<file path="config.mk">
export PLATFORM = sky130hd
export DESIGN_NAME = sram_req_arbiter
export DESIGN_NICKNAME = d
export VERILOG_FILES = /design/src/rtl/sram_req_arbiter_pkg.sv /design/src/rtl/sram_req_arbiter_owner_fifo.sv /design/src/rtl/sram_req_arbiter.sv
export SDC_FILE = /design/constraint.sdc
export NUM_CORES = 1
export LEC_CHECK = 0
export BUFFER_PORTS_ARGS = -buffer_cell sky130_fd_sc_hd__buf_2
export CORE_AREA = 2 2 126 128
export CTS_CLUSTER_DIAMETER = 100
export DETAILED_ROUTE_END_ITERATION = 10
export DIE_AREA = 0 0 128 130
export PLACE_DENSITY = 0.51
export SETUP_SLACK_MARGIN = 0.2
export SLEW_MARGIN = 5
export SYNTH_ARGS = -nofsm -noshare
export SYNTH_HDL_FRONTEND = slang
export SYNTH_HIERARCHICAL = 1
export SYNTH_SLANG_ARGS = --single-unit
export TNS_END_PERCENT = 20
</file>
<file path="constraint.sdc">
create_clock -name clk -period 2.5 [get_ports clk]
set_input_delay 0.375 -clock clk [delete_from_list [all_inputs] [get_ports clk]]
set_output_delay 0.375 -clock clk [all_outputs]
set_load 0.1 [all_outputs]
</file>
<file path="src/rtl/sram_req_arbiter_pkg.sv">
// Shared CPU-side arbitration constants: requester owner encodings and outstanding-depth sizing.
// Pure types/constants; no logic, no latency.
package sram_req_arbiter_pkg;

  typedef enum logic {
    OWNER_INST = 1'b0,
    OWNER_DATA = 1'b1
  } owner_t;

  localparam int ARB_MAX_OUTSTANDING = 2;
  localparam int ARB_CNT_W           = $clog2(ARB_MAX_OUTSTANDING + 1);
  localparam int ARB_PTR_W           = $clog2(ARB_MAX_OUTSTANDING);

endpackage

</file>
<file path="src/rtl/sram_req_arbiter_owner_fifo.sv">
// In-order owner-tag FIFO: push/pop take effect at the next clk edge, head is combinational.
// Push when full and pop when empty are dropped.
module arb_owner_fifo
  import sram_req_arbiter_pkg::*;
(
  input  logic                 clk,
  input  logic                 resetn,
  input  logic                 push,
  input  owner_t               tag,
  input  logic                 pop,
  output owner_t               head,
  output logic [ARB_CNT_W-1:0] count,
  output logic                 full,
  output logic                 empty
);

  owner_t               entries [ARB_MAX_OUTSTANDING];
  logic [ARB_PTR_W-1:0] wr_ptr;
  logic [ARB_PTR_W-1:0] rd_ptr;
  logic                 do_push;
  logic                 do_pop;

  function automatic logic [ARB_PTR_W-1:0] ptr_inc(input logic [ARB_PTR_W-1:0] p);
    return (p == ARB_PTR_W'(ARB_MAX_OUTSTANDING - 1)) ? '0 : p + ARB_PTR_W'(1);
  endfunction

  assign full    = (count == ARB_CNT_W'(ARB_MAX_OUTSTANDING));
  assign empty   = (count == '0);
  assign do_push = push & ~full;
  assign do_pop  = pop & ~empty;
  assign head    = entries[rd_ptr];

  always_ff @(posedge clk) begin
    if (!resetn) begin
      wr_ptr <= '0;
      rd_ptr <= '0;
      count  <= '0;
    end else begin
      if (do_push) wr_ptr <= ptr_inc(wr_ptr);
      if (do_pop)  rd_ptr <= ptr_inc(rd_ptr);
      count <= count + ARB_CNT_W'(do_push) - ARB_CNT_W'(do_pop);
    end
  end

  // Payload needs no reset: it is only observed while count says it is valid.
  always_ff @(posedge clk) begin
    if (do_push) entries[wr_ptr] <= tag;
  end

endmodule

</file>
<file path="src/rtl/sram_req_arbiter.sv">
// Two-requester SRAM-like arbiter (data over inst, or round-robin with SRAM_ARB_ROUND_ROBIN_EN); addr_ok is same-cycle.
// Grant is held until mem_addr_ok; mem_req is withheld while ARB_MAX_OUTSTANDING responses are pending.
module sram_req_arbiter
  import sram_req_arbiter_pkg::*;
(
  input  logic        clk,
  input  logic        resetn,
  input  logic        inst_req,
  input  logic        inst_wr,
  input  logic [1:0]  inst_size,
  input  logic [31:0] inst_addr,
  input  logic [3:0]  inst_wstrb,
  input  logic [31:0] inst_wdata,
  output logic        inst_addr_ok,
  output logic        inst_data_ok,
  output logic [31:0] inst_rdata,
  input  logic        data_req,
  input  logic        data_wr,
  input  logic [1:0]  data_size,
  input  logic [31:0] data_addr,
  input  logic [3:0]  data_wstrb,
  input  logic [31:0] data_wdata,
  output logic        data_addr_ok,
  output logic        data_data_ok,
  output logic [31:0] data_rdata,
  output logic        mem_req,
  output logic        mem_wr,
  output logic [1:0]  mem_size,
  output logic [31:0] mem_addr,
  output logic [3:0]  mem_wstrb,
  output logic [31:0] mem_wdata,
  input  logic        mem_addr_ok,
  input  logic        mem_data_ok,
  input  logic [31:0] mem_rdata
);

  owner_t               sel;
  owner_t               grant;
  owner_t               lock_owner;
  owner_t               head_tag;
  logic                 grant_lock;
  logic                 accept;
  logic                 pop;
  logic                 fifo_full;
  logic                 fifo_empty;
  logic [ARB_CNT_W-1:0] fifo_count;

`ifdef SRAM_ARB_ROUND_ROBIN_EN
  owner_t rr_ptr;

  always_ff @(posedge clk) begin
    if (!resetn)     rr_ptr <= OWNER_DATA;
    else if (accept) rr_ptr <= (grant == OWNER_DATA) ? OWNER_INST : OWNER_DATA;
  end

  always_comb begin
    sel = data_req ? OWNER_DATA : OWNER_INST;
    if (inst_req && data_req) sel = rr_ptr;
  end
`else
  assign sel = data_req ? OWNER_DATA : OWNER_INST;
`endif

  assign grant   = grant_lock ? lock_owner : sel;
  assign mem_req = resetn & (grant_lock | inst_req | data_req)
                 & (fifo_count < ARB_CNT_W'(ARB_MAX_OUTSTANDING));
  assign accept  = mem_req & mem_addr_ok;
  assign pop     = resetn & mem_data_ok & ~fifo_empty;

  assign mem_wr    = (grant == OWNER_DATA) ? data_wr    : inst_wr;
  assign mem_size  = (grant == OWNER_DATA) ? data_size  : inst_size;
  assign mem_addr  = (grant == OWNER_DATA) ? data_addr  : inst_addr;
  assign mem_wstrb = (grant == OWNER_DATA) ? data_wstrb : inst_wstrb;
  assign mem_wdata = (grant == OWNER_DATA) ? data_wdata : inst_wdata;

  assign inst_addr_ok = accept & (grant == OWNER_INST);
  assign data_addr_ok = accept & (grant == OWNER_DATA);
  assign inst_data_ok = pop & (head_tag == OWNER_INST);
  assign data_data_ok = pop & (head_tag == OWNER_DATA);
  assign inst_rdata   = mem_rdata;
  assign data_rdata   = mem_rdata;

  // Once a request is visible on the shared port it may not change owner until accepted.
  always_ff @(posedge clk) begin
    if (!resetn) begin
      grant_lock <= 1'b0;
      lock_owner <= OWNER_DATA;
    end else begin
      grant_lock <= mem_req & ~mem_addr_ok;
      lock_owner <= grant;
    end
  end

  arb_owner_fifo u_owner_fifo (
    .clk    (clk),
    .resetn (resetn),
    .push   (accept & ~fifo_full),
    .tag    (grant),
    .pop    (pop),
    .head   (head_tag),
    .count  (fifo_count),
    .full   (fifo_full),
    .empty  (fifo_empty)
  );

endmodule

</file>
==> impl_metrics.csv, run 1 <==
group,metric,value,unit
clock_network,clock_sinks,9,
cells_and_area,regArea,200,um2
route,first_iter_violations,41,
synth,synthDistinctLibCells,23,
die,rows,46,
clock_network,holdBufCountCts,0,
critical_path,cp.arrival,1.84,ns
cells_and_area,fillers,1595,
cells_and_area,multi_input_area,0.00129,mm2
clock_network,cts_tree,"yes",
critical_path,crit_path_max_fanout,25,
sta,setup-violations-final,0,
critical_path,setup.worst_path.class,"reg -> out",
clock_network,cts_buffers,3,
sta,hold_slack,0.338,ns
sta,hold_viol,0,
sta,fin_crit,2.22,ns
global_route,grt_pass1_wl,11100,um
sta,tightest_slew,0.501,ns
pwr,power_density,543,mW/mm2
die,die-area,0.0166,mm2
clock_network,cts_max_path_buffers,2,
status,status,"finished clean",
synth,syn_area_per_cell,11.2,um2
synth,ys_seq_area_share,9.64,%
synth,netlist_area,0.00208,mm2
pwr,p_total,0.00222,W
die,io_pins,320,
route,first_pass_iters,4,
hold_path,hp-class,"in -> reg",
die,die_width,128,um
pwr,power_leakage,2.12,nW
global_route,grt_antenna_before_repair,0,
cells_and_area,layout-drive-gt1-share,88.8,%
cells_and_area,syn2layout_area_growth,97.1,%
critical_path,required,2.12,ns
placed_design,hpwl,7400,um
route,drc,0,
global_route,grt.total_usage,8.91,%
sta,fmax,451,MHz
clock_network,insertion_delay,0.23,ns
route,via_per_inst,3.44,
synth,synth_fp_nets,368,
clock_network,clkTransAtPathRegs,0.04,ns
critical_path,crit_path_end_kind,"output port",
die,core_area,0.0154,mm2
synth,synth_cells,186,
synth,synth.area.top_cells,"mux2_4 49%, buf_4 23%, dfxtp_1 6.8%, buf_8 5.1%, edfxtp_1 2.9%",
sta,finalClockSkew,0.00206,ns
route,wirelength,8320,um
pwr,ir_drop,0.168,mV
clock_network,cts_root_buf,"clkbuf_16",
placed_design,routabilityCongestion,0.763,
synth,synth_seq_cells,9,
placed_design,io_buffers,223,
global_route,gr-total-overflow,0,
sta,rsz0062_at_grt,"false",
cells_and_area,n_antenna_cell,0,
die,die_height,130,um
die,initial_utilization,13.5,%
critical_path,r2r_slack,0.50,ns
route,antenna_left,0,
clock_network,htreeDepth,1,
sta,finalCritPeriodShare,88.8,%
synth,synth-warning-count,6,
route,vias,1855,
sta,slew_viol_final,0,
synth,synth_top_area_share,49.2,%
job,max_cap_violations,0,
critical_path,start_kind,"flop",
cells_and_area,nets,531,
global_route,grt_pass1_vias,1850,
synth,synth_area_leader_cell,"mux2_4",
global_route,grt_max_degree,26,
route,detail_route.wl_per_cell,15.4,um
sta,relSlewSlack,66.8,%
-- placed cells by master, fill, tap and decap left out, types with 2 or more instances in the layout --
| cell | count |
|---|---|
| buf_4 | 4 |
| nor2_1 | 3 |
| and2_1 | 2 |
| xnor2_1 | 3 |
| mux2_2 | 4 |
| ha_1 | 2 |
| nor3_1 | 4 |
| mux2_4 | 68 |
| nor2b_1 | 2 |
| buf_12 | 73 |
| nand2_1 | 4 |
| dfxtp_1 | 7 |
| buf_2 | 151 |
| clkbuf_16 | 3 |
| edfxtp_1 | 2 |
| nand2b_1 | 2 |
| inv_1 | 2 |
-- layer usage --
| metal | vias to the layer above | GRT usage [%] | wire length, um |
|---|---|---|---|
| met1 | 790 | 10.2 | 3180 |
| met2 | 162 | 15.5 | 4110 |
| met3 | 2 | 4.47 | 1030 |
| li1 | 901 | - | - |
| met4 | 0 | 0.970 | 11 |
| met5 | - | 0 | 0 |
-- cell families after synthesis --
kind of cell	after synthesis	share of synthesized area (%)
and+or+nand+nor	23	6.09
xor gates and xnor gates	3	1.27
DFF	9	9.64
adders and majority gates	2	1.21
AOI/OAI and AO/OA	1	0.422
buffers and inverters	74	28.9
muxes	74	52.5
-- critical path: stages, from the launching register on --
cell,delay [ns]
dfxtp_1,0.38
mux2i_4,0.34
inv_8,0.15
buf_12,0.21
mux2_4,0.34
buf_12,0.17
-- cell usage after synthesis (all sizes together) --
master / number
mux2: 72
buf: 71
dfxtp: 7
nor3: 5
nand2: 4
inv: 3
nor2: 3
xnor2: 3
and2: 2
edfxtp: 2
ha: 2
mux2i: 2
nand2b: 2
nor2b: 2
nor3b: 2
and3: 1
nand3b: 1
nor4b: 1
o21a: 1
-- final cells by class --
| class | count | share of cell area, % |
|---|---|---|
| Tap cell | 192 | 5.87 |
| Multi-Input combinational cell | 103 | 31.7 |
| Timing Repair Buffer | 229 | 55.2 |
| Sequential cell | 9 | 4.89 |
| Clock buffer | 4 | 1.93 |
| Inverter | 3 | 0.459 |
-- where the power goes --
| part | leakage (nW) | internal, W | switching, W | total, W |
|---|---|---|---|---|
| logic | 2.00 | 0.000690 | 0.00109 | 0.00177 |
| registers | 0.0755 | 0.000158 | 0.00000721 | 0.000166 |
| clock network | 0.0382 | 0.000213 | 0.0000675 | 0.000280 |
| total | 2.12 | 0.00106 | 0.00116 | 0.00222 |
-- timing repair --
item	CTS	global route
resized for setup	1	4
setup buffers	0	0
setup endpoints to repair	42	52
-- stage by stage --
| stage | utilization (%) | TNS (ns) | area [um2] | setup slack, ns | instances |
|---|---|---|---|---|---|
| final | 26.5 | 0 | 4090 | 0.280 | 540 |
| after global routing | 26.5 | 0 | 4090 | 0.206 | 540 |
| after CTS | 26.4 | 0 | 4080 | 0.201 | 540 |
| after detailed placement | 25.9 | 0 | 4000 | 0.350 | 536 |
| after global placement | 25.9 | 0 | 4000 | 0.382 | 536 |
| after floorplan | - | -1.64 | 2090 | -0.566 | 186 |
-- worst paths after layout --
check,start,endpoint,cells after the start
worst min register to register,u_owner_fifo/wr_ptr$_SDFFE_PN0P_,u_owner_fifo/wr_ptr$_SDFFE_PN0P_,2
worst min-delay path,mem_addr_ok,grant_lock$_SDFF_PN0_,2
worst max register to register,u_owner_fifo/count[1]$_SDFF_PN0_,u_owner_fifo/count[1]$_SDFF_PN0_,9
worst max-delay path,grant_lock$_SDFF_PN0_,mem_wdata[7],5
(Power assumes the default switching activity.)
==> inputs of run 2 (changes only) <==
Settings changed: CELL_PAD_IN_SITES_DETAIL_PLACEMENT set to 1, CELL_PAD_IN_SITES_GLOBAL_PLACEMENT set to 1, CORE_AREA 2 2 126 128 to 2 2 124 126, DIE_AREA 0 0 128 130 to 0 0 126 128, PLACE_DENSITY 0.51 to 0.73.
==> run 2 against run 1 <==
Hold slack about the same. Worst setup slack worse by 0.0076 ns. Sequential power about the same. Register-to-register slack better by 0.04 ns. Sequential share of layout area about the same.
==> impl_metrics.csv, run 2 (same netlist as run 1, synthesis figures left out) <==
group,metric,value,unit
die,die-area,0.0161,mm2
clock_network,cts_setup_buffers,0,
sta,hold_viol,0,
die,rows,45,
job,max_cap_violations,0,
pwr,ir_drop,0.287,mV
cells_and_area,nets,527,
cells_and_area,final_cells,532,
critical_path,crit_top_cell,"buf_12",
placed_design,hpwl,7940,um
critical_path,slowest_delay,0.38,ns
sta,rsz0062_at_grt,"false",
sta,fin_crit,2.23,ns
cells_and_area,n_antenna_cell,0,
global_route,grt_pass1_wl,12600,um
clock_network,clock_sinks,9,
clock_network,holdBufCountCts,0,
die,die_height,128,um
route,wirelength,8940,um
critical_path,cpMaxStageDelayCell,"mux2_4",
die,die_width,126,um
critical_path,crit_path_max_fanout,54,
die,initial_utilization,14.0,%
critical_path,cp_num_buf_inv,3,
global_route,grt_antenna_before_repair,0,
sta,finalCritPeriodShare,89.1,%
route,first_pass_iters,4,
critical_path,cp.arrival,1.85,ns
clock_network,htreeDepth,1,
route,first_iter_violations,16,
critical_path,required,2.12,ns
status,status,"finished clean",
cells_and_area,syn2layout_area_growth,95.2,%
cells_and_area,fillers,1699,
hold_path,hp-class,"in -> reg",
route,drc,0,
clock_network,cts_resized,0,
route,detail_route.wl_per_cell,16.8,um
pwr,power_leakage,2.10,nW
cells_and_area,regArea,200,um2
cells_and_area,postLayoutCoreUtil,27.3,%
cells_and_area,final_cell_mix,"151 x buf_2, 74 x buf_12, 68 x mux2_4, 7 x dfxtp_1",
global_route,grt.total_usage,10.1,%
clock_network,insertion_delay,0.24,ns
critical_path,start_kind,"flop",
sta,finalClockSkew,0.00358,ns
cells_and_area,final_common_cell,"buf_2",
placed_design,io_buffers,223,
route,vias,1922,
critical_path,worstPathCellList,"mux2i_2 -> inv_4 -> buf_12 -> mux2_4 -> buf_12",
clock_network,cts_root_buf,"clkbuf_16",
placed_design,place_inst,528,
sta,fmax,449,MHz
clock_network,clkTransAtPathRegs,0.04,ns
critical_path,setup.worst_path.class,"reg -> out",
die,core_area,0.0149,mm2
global_route,grt_max_degree,55,
global_route,grt_pass1_vias,2085,
cells_and_area,multi_input_area,0.00129,mm2
sta,slew_viol_final,0,
die,io_pins,320,
clock_network,cts_tree,"yes",
route,via_per_inst,3.61,
global_route,gr-total-overflow,0,
sta,relSlewSlack,64.0,%
route,antenna_left,0,
pwr,power_density,548,mW/mm2
placed_design,routabilityCongestion,0.685,
critical_path,cp_top_family,"multiplexers",
clock_network,cts_max_path_buffers,2,
clock_network,cts_buffers,3,
sta,setup-violations-final,0,
critical_path,crit_path_end_kind,"output port",
sta,tightest_slew,0.535,ns
cells_and_area,layout-drive-gt1-share,88.7,%
run 2: cell types whose count changed in the layout (fill, tap and decap cells not counted):
cell,previous run,this run
inv_4,0,1
mux2i_4,1,0
buf_6,1,0
buf_12,73,74
inv_8,1,0
mux2i_2,0,1
buf_4,4,0
run 2: final timing paths:
path                                    start                          endpoint  slack, ns  cells after the start
max                     grant_lock$_SDFF_PN0_                      mem_addr[25]       0.27                      5
max reg2reg  u_owner_fifo/count[1]$_SDFF_PN0_  u_owner_fifo/count[1]$_SDFF_PN0_       0.54                      9
min reg2reg  u_owner_fifo/wr_ptr$_SDFFE_PN0P_  u_owner_fifo/wr_ptr$_SDFFE_PN0P_       0.50                      2
min                               mem_addr_ok             grant_lock$_SDFF_PN0_       0.34                      2
run 2: area by class of cell:
class | count | share of cell area, %
Timing Repair Buffer | 225 | 55.2
Multi-Input combinational cell | 103 | 31.7
Tap cell | 188 | 5.81
Sequential cell | 9 | 4.94
Clock buffer | 4 | 1.95
Inverter | 3 | 0.340
run 2: per-stage QoR:
step                      cell area [um2]  setup slack [ns]  hold WS [ns]  power (W)  setup TNS [ns]
after floorplan                      2090            -0.566         0.437    0.00178           -1.64
after global placement               3970             0.361         0.476    0.00194               0
after detailed placement             3970             0.344         0.479    0.00195               0
after CTS                            4050             0.279         0.336    0.00225               0
after global routing                 4050             0.226         0.339    0.00229               0
final                                4050             0.273         0.338    0.00222               0
run 2: report_power, final:
| group | internal, W | total [W] | switching, W | leakage, nW |
|---|---|---|---|---|
| clock network | 0.000213 | 0.000283 | 0.0000695 | 0.0382 |
| logic | 0.000686 | 0.00177 | 0.00109 | 1.98 |
| registers | 0.000158 | 0.000165 | 0.00000706 | 0.0755 |
run 2: per-layer routing:
metal,wire length (um),global-route usage (%),share of wire (%)
met1,3370,11.9,38
met2,4700,18.8,53
met3,824,2.80,9.2
met4,42,1.42,0.47
met5,0,0,0
==> inputs of run 3 (changes only) <==
Settings changed: PLACE_DENSITY 0.73 to 0.65.
==> run 3 against run 2 <==
Die area unchanged. Global-route usage rose by 0.16 points. Clock power hardly changed. Via count rose by 2.9%. Cell area grew 1.5%. Worst setup slack improved by 0.0092 ns. Highest routed layer is now met5.
==> impl_metrics.csv, run 3 (same netlist as run 1, synthesis figures left out) <==
group,metric,value,unit
critical_path,reg2reg_to,"u_owner_fifo/count[1]$_SDFF_PN0_",
pwr,p_total,0.00224,W
clock_network,htreeDepth,1,
die,initial_utilization,14.0,%
clock_network,insertion_delay,0.23,ns
clock_network,cts_root_buf,"clkbuf_16",
pwr,ir_drop,0.262,mV
cells_and_area,syn2layout_area_growth,98.0,%
critical_path,r2r-start,"u_owner_fifo/count[1]$_SDFF_PN0_",
sta,fin_crit,2.22,ns
clock_network,cts_max_path_buffers,2,
sta,setup-violations-final,0,
sta,fmax,451,MHz
placed_design,place_inst,530,
sta,slew_viol_final,0,
sta,relSlewSlack,67.6,%
route,first_pass_iters,4,
critical_path,crit_path_end_kind,"output port",
cells_and_area,final_cell_mix,"151 x buf_2, 73 x buf_12, 68 x mux2_4, 7 x dfxtp_1",
clock_network,cts_resized,0,
die,core_area,0.0149,mm2
global_route,gr-total-overflow,0,
cells_and_area,nets,530,
route,first_iter_violations,23,
placed_design,hpwl,8100,um
cells_and_area,n_antenna_cell,0,
global_route,grt_antenna_before_repair,1,
cells_and_area,layout-drive-gt1-share,88.8,%
global_route,grt.total_usage,10.3,%
global_route,grt_max_degree,37,
global_route,grt_pass1_wl,12900,um
cells_and_area,postLayoutCoreUtil,27.7,%
hold_path,hp-class,"in -> reg",
die,die_height,128,um
hold_path,whs_path_depth,2,
clock_network,clock_sinks,9,
placed_design,io_buffers,223,
critical_path,cp.arrival,1.84,ns
job,max_cap_violations,0,
route,wirelength,9190,um
hold_path,hold_end,"grant_lock$_SDFF_PN0_",
sta,rsz0062_at_grt,"false",
critical_path,start_kind,"flop",
die,rows,45,
global_route,grt_pass1_vias,2158,
placed_design,place_area,0.00399,mm2
die,die_width,126,um
die,io_pins,320,
clock_network,cts_tree,"yes",
pwr,power_leakage,2.12,nW
critical_path,crit_path_max_fanout,26,
sta,tightest_slew,0.489,ns
route,via_per_inst,3.70,
cells_and_area,final_area,0.00411,mm2
critical_path,required,2.12,ns
cells_and_area,final_cells,535,
critical_path,r2r_slack,0.48,ns
hold_path,hp-start,"mem_addr_ok",
sta,finalCritPeriodShare,88.7,%
clock_network,clkTransAtPathRegs,0.04,ns
status,status,"finished clean",
pwr,power_density,544,mW/mm2
clock_network,cts_setup_buffers,0,
sta,hold_viol,0,
critical_path,reg2regPathDepth,9,
cells_and_area,final_common_cell,"buf_2",
clock_network,holdBufCountCts,0,
route,drc,0,
die,die-area,0.0161,mm2
sta,finalClockSkew,0.00255,ns
route,vias,1978,
sta,hold_slack,0.331,ns
clock_network,cts_buffers,3,
critical_path,setup.worst_path.class,"reg -> out",
placed_design,routabilityCongestion,0.768,
route,detail_route.wl_per_cell,17.2,um
route,antenna_left,0,
## run 3: cell types whose count changed in the layout (fill, tap and decap cells not counted), sizes merged
cell    previous run  this run
buf              225       227
clkbuf             4         5
## run 3: where the power goes
group,internal (W),switching [W]
clock network,0.000213,0.0000713
logic,0.000697,0.00109
registers,0.000158,0.00000742
total,0.00107,0.00117
## run 3: area by class of cell
cell class | instances | area (um2)
clock buffers | 4 | 78.8
inverters | 3 | 16.3
well taps | 188 | 235
fillers | 1690 | 10800
multi-input cells | 103 | 1290
flip-flops and latches | 9 | 200
repair buffers | 228 | 2280
## run 3: worst max path at each step
stage                    end  cells after the start  slack (ns)                  start
6_report       mem_wdata[24]                      5        0.28  grant_lock$_SDFF_PN0_
3_5_place_dp    mem_addr[13]                      6        0.40               data_req
4_1_cts         mem_addr[13]                      5        0.21  grant_lock$_SDFF_PN0_
3_3_place_gp     mem_addr[7]                      6        0.40               data_req
5_1_grt        mem_wdata[24]                      5        0.20  grant_lock$_SDFF_PN0_
2_1_floorplan   inst_data_ok                      2       -0.57                   flop
## run 3: routing by layer
layer / vias up / part of all wire, % / global-route usage (%)
met5: - / 0.19 / 0
met3: 6 / 12 / 4.80
li1: 896 / - / -
met1: 889 / 37 / 12.2
met4: 2 / 0.46 / 1.23
met2: 185 / 50 / 17.6
## run 3: stage by stage
step           setup TNS [ns]  setup slack, ns
2_1_floorplan           -1.64           -0.566
6_report                    0            0.282
5_1_grt                     0            0.202
4_1_cts                     0            0.210
3_5_place_dp                0            0.398
3_3_place_gp                0            0.399
## run 3: worst max-delay path, stage by stage, from the launching register on
cell     delay, ns
dfxtp_1       0.34
mux2i_4       0.22
inv_6         0.21
buf_12        0.26
mux2_2        0.39
buf_12        0.17
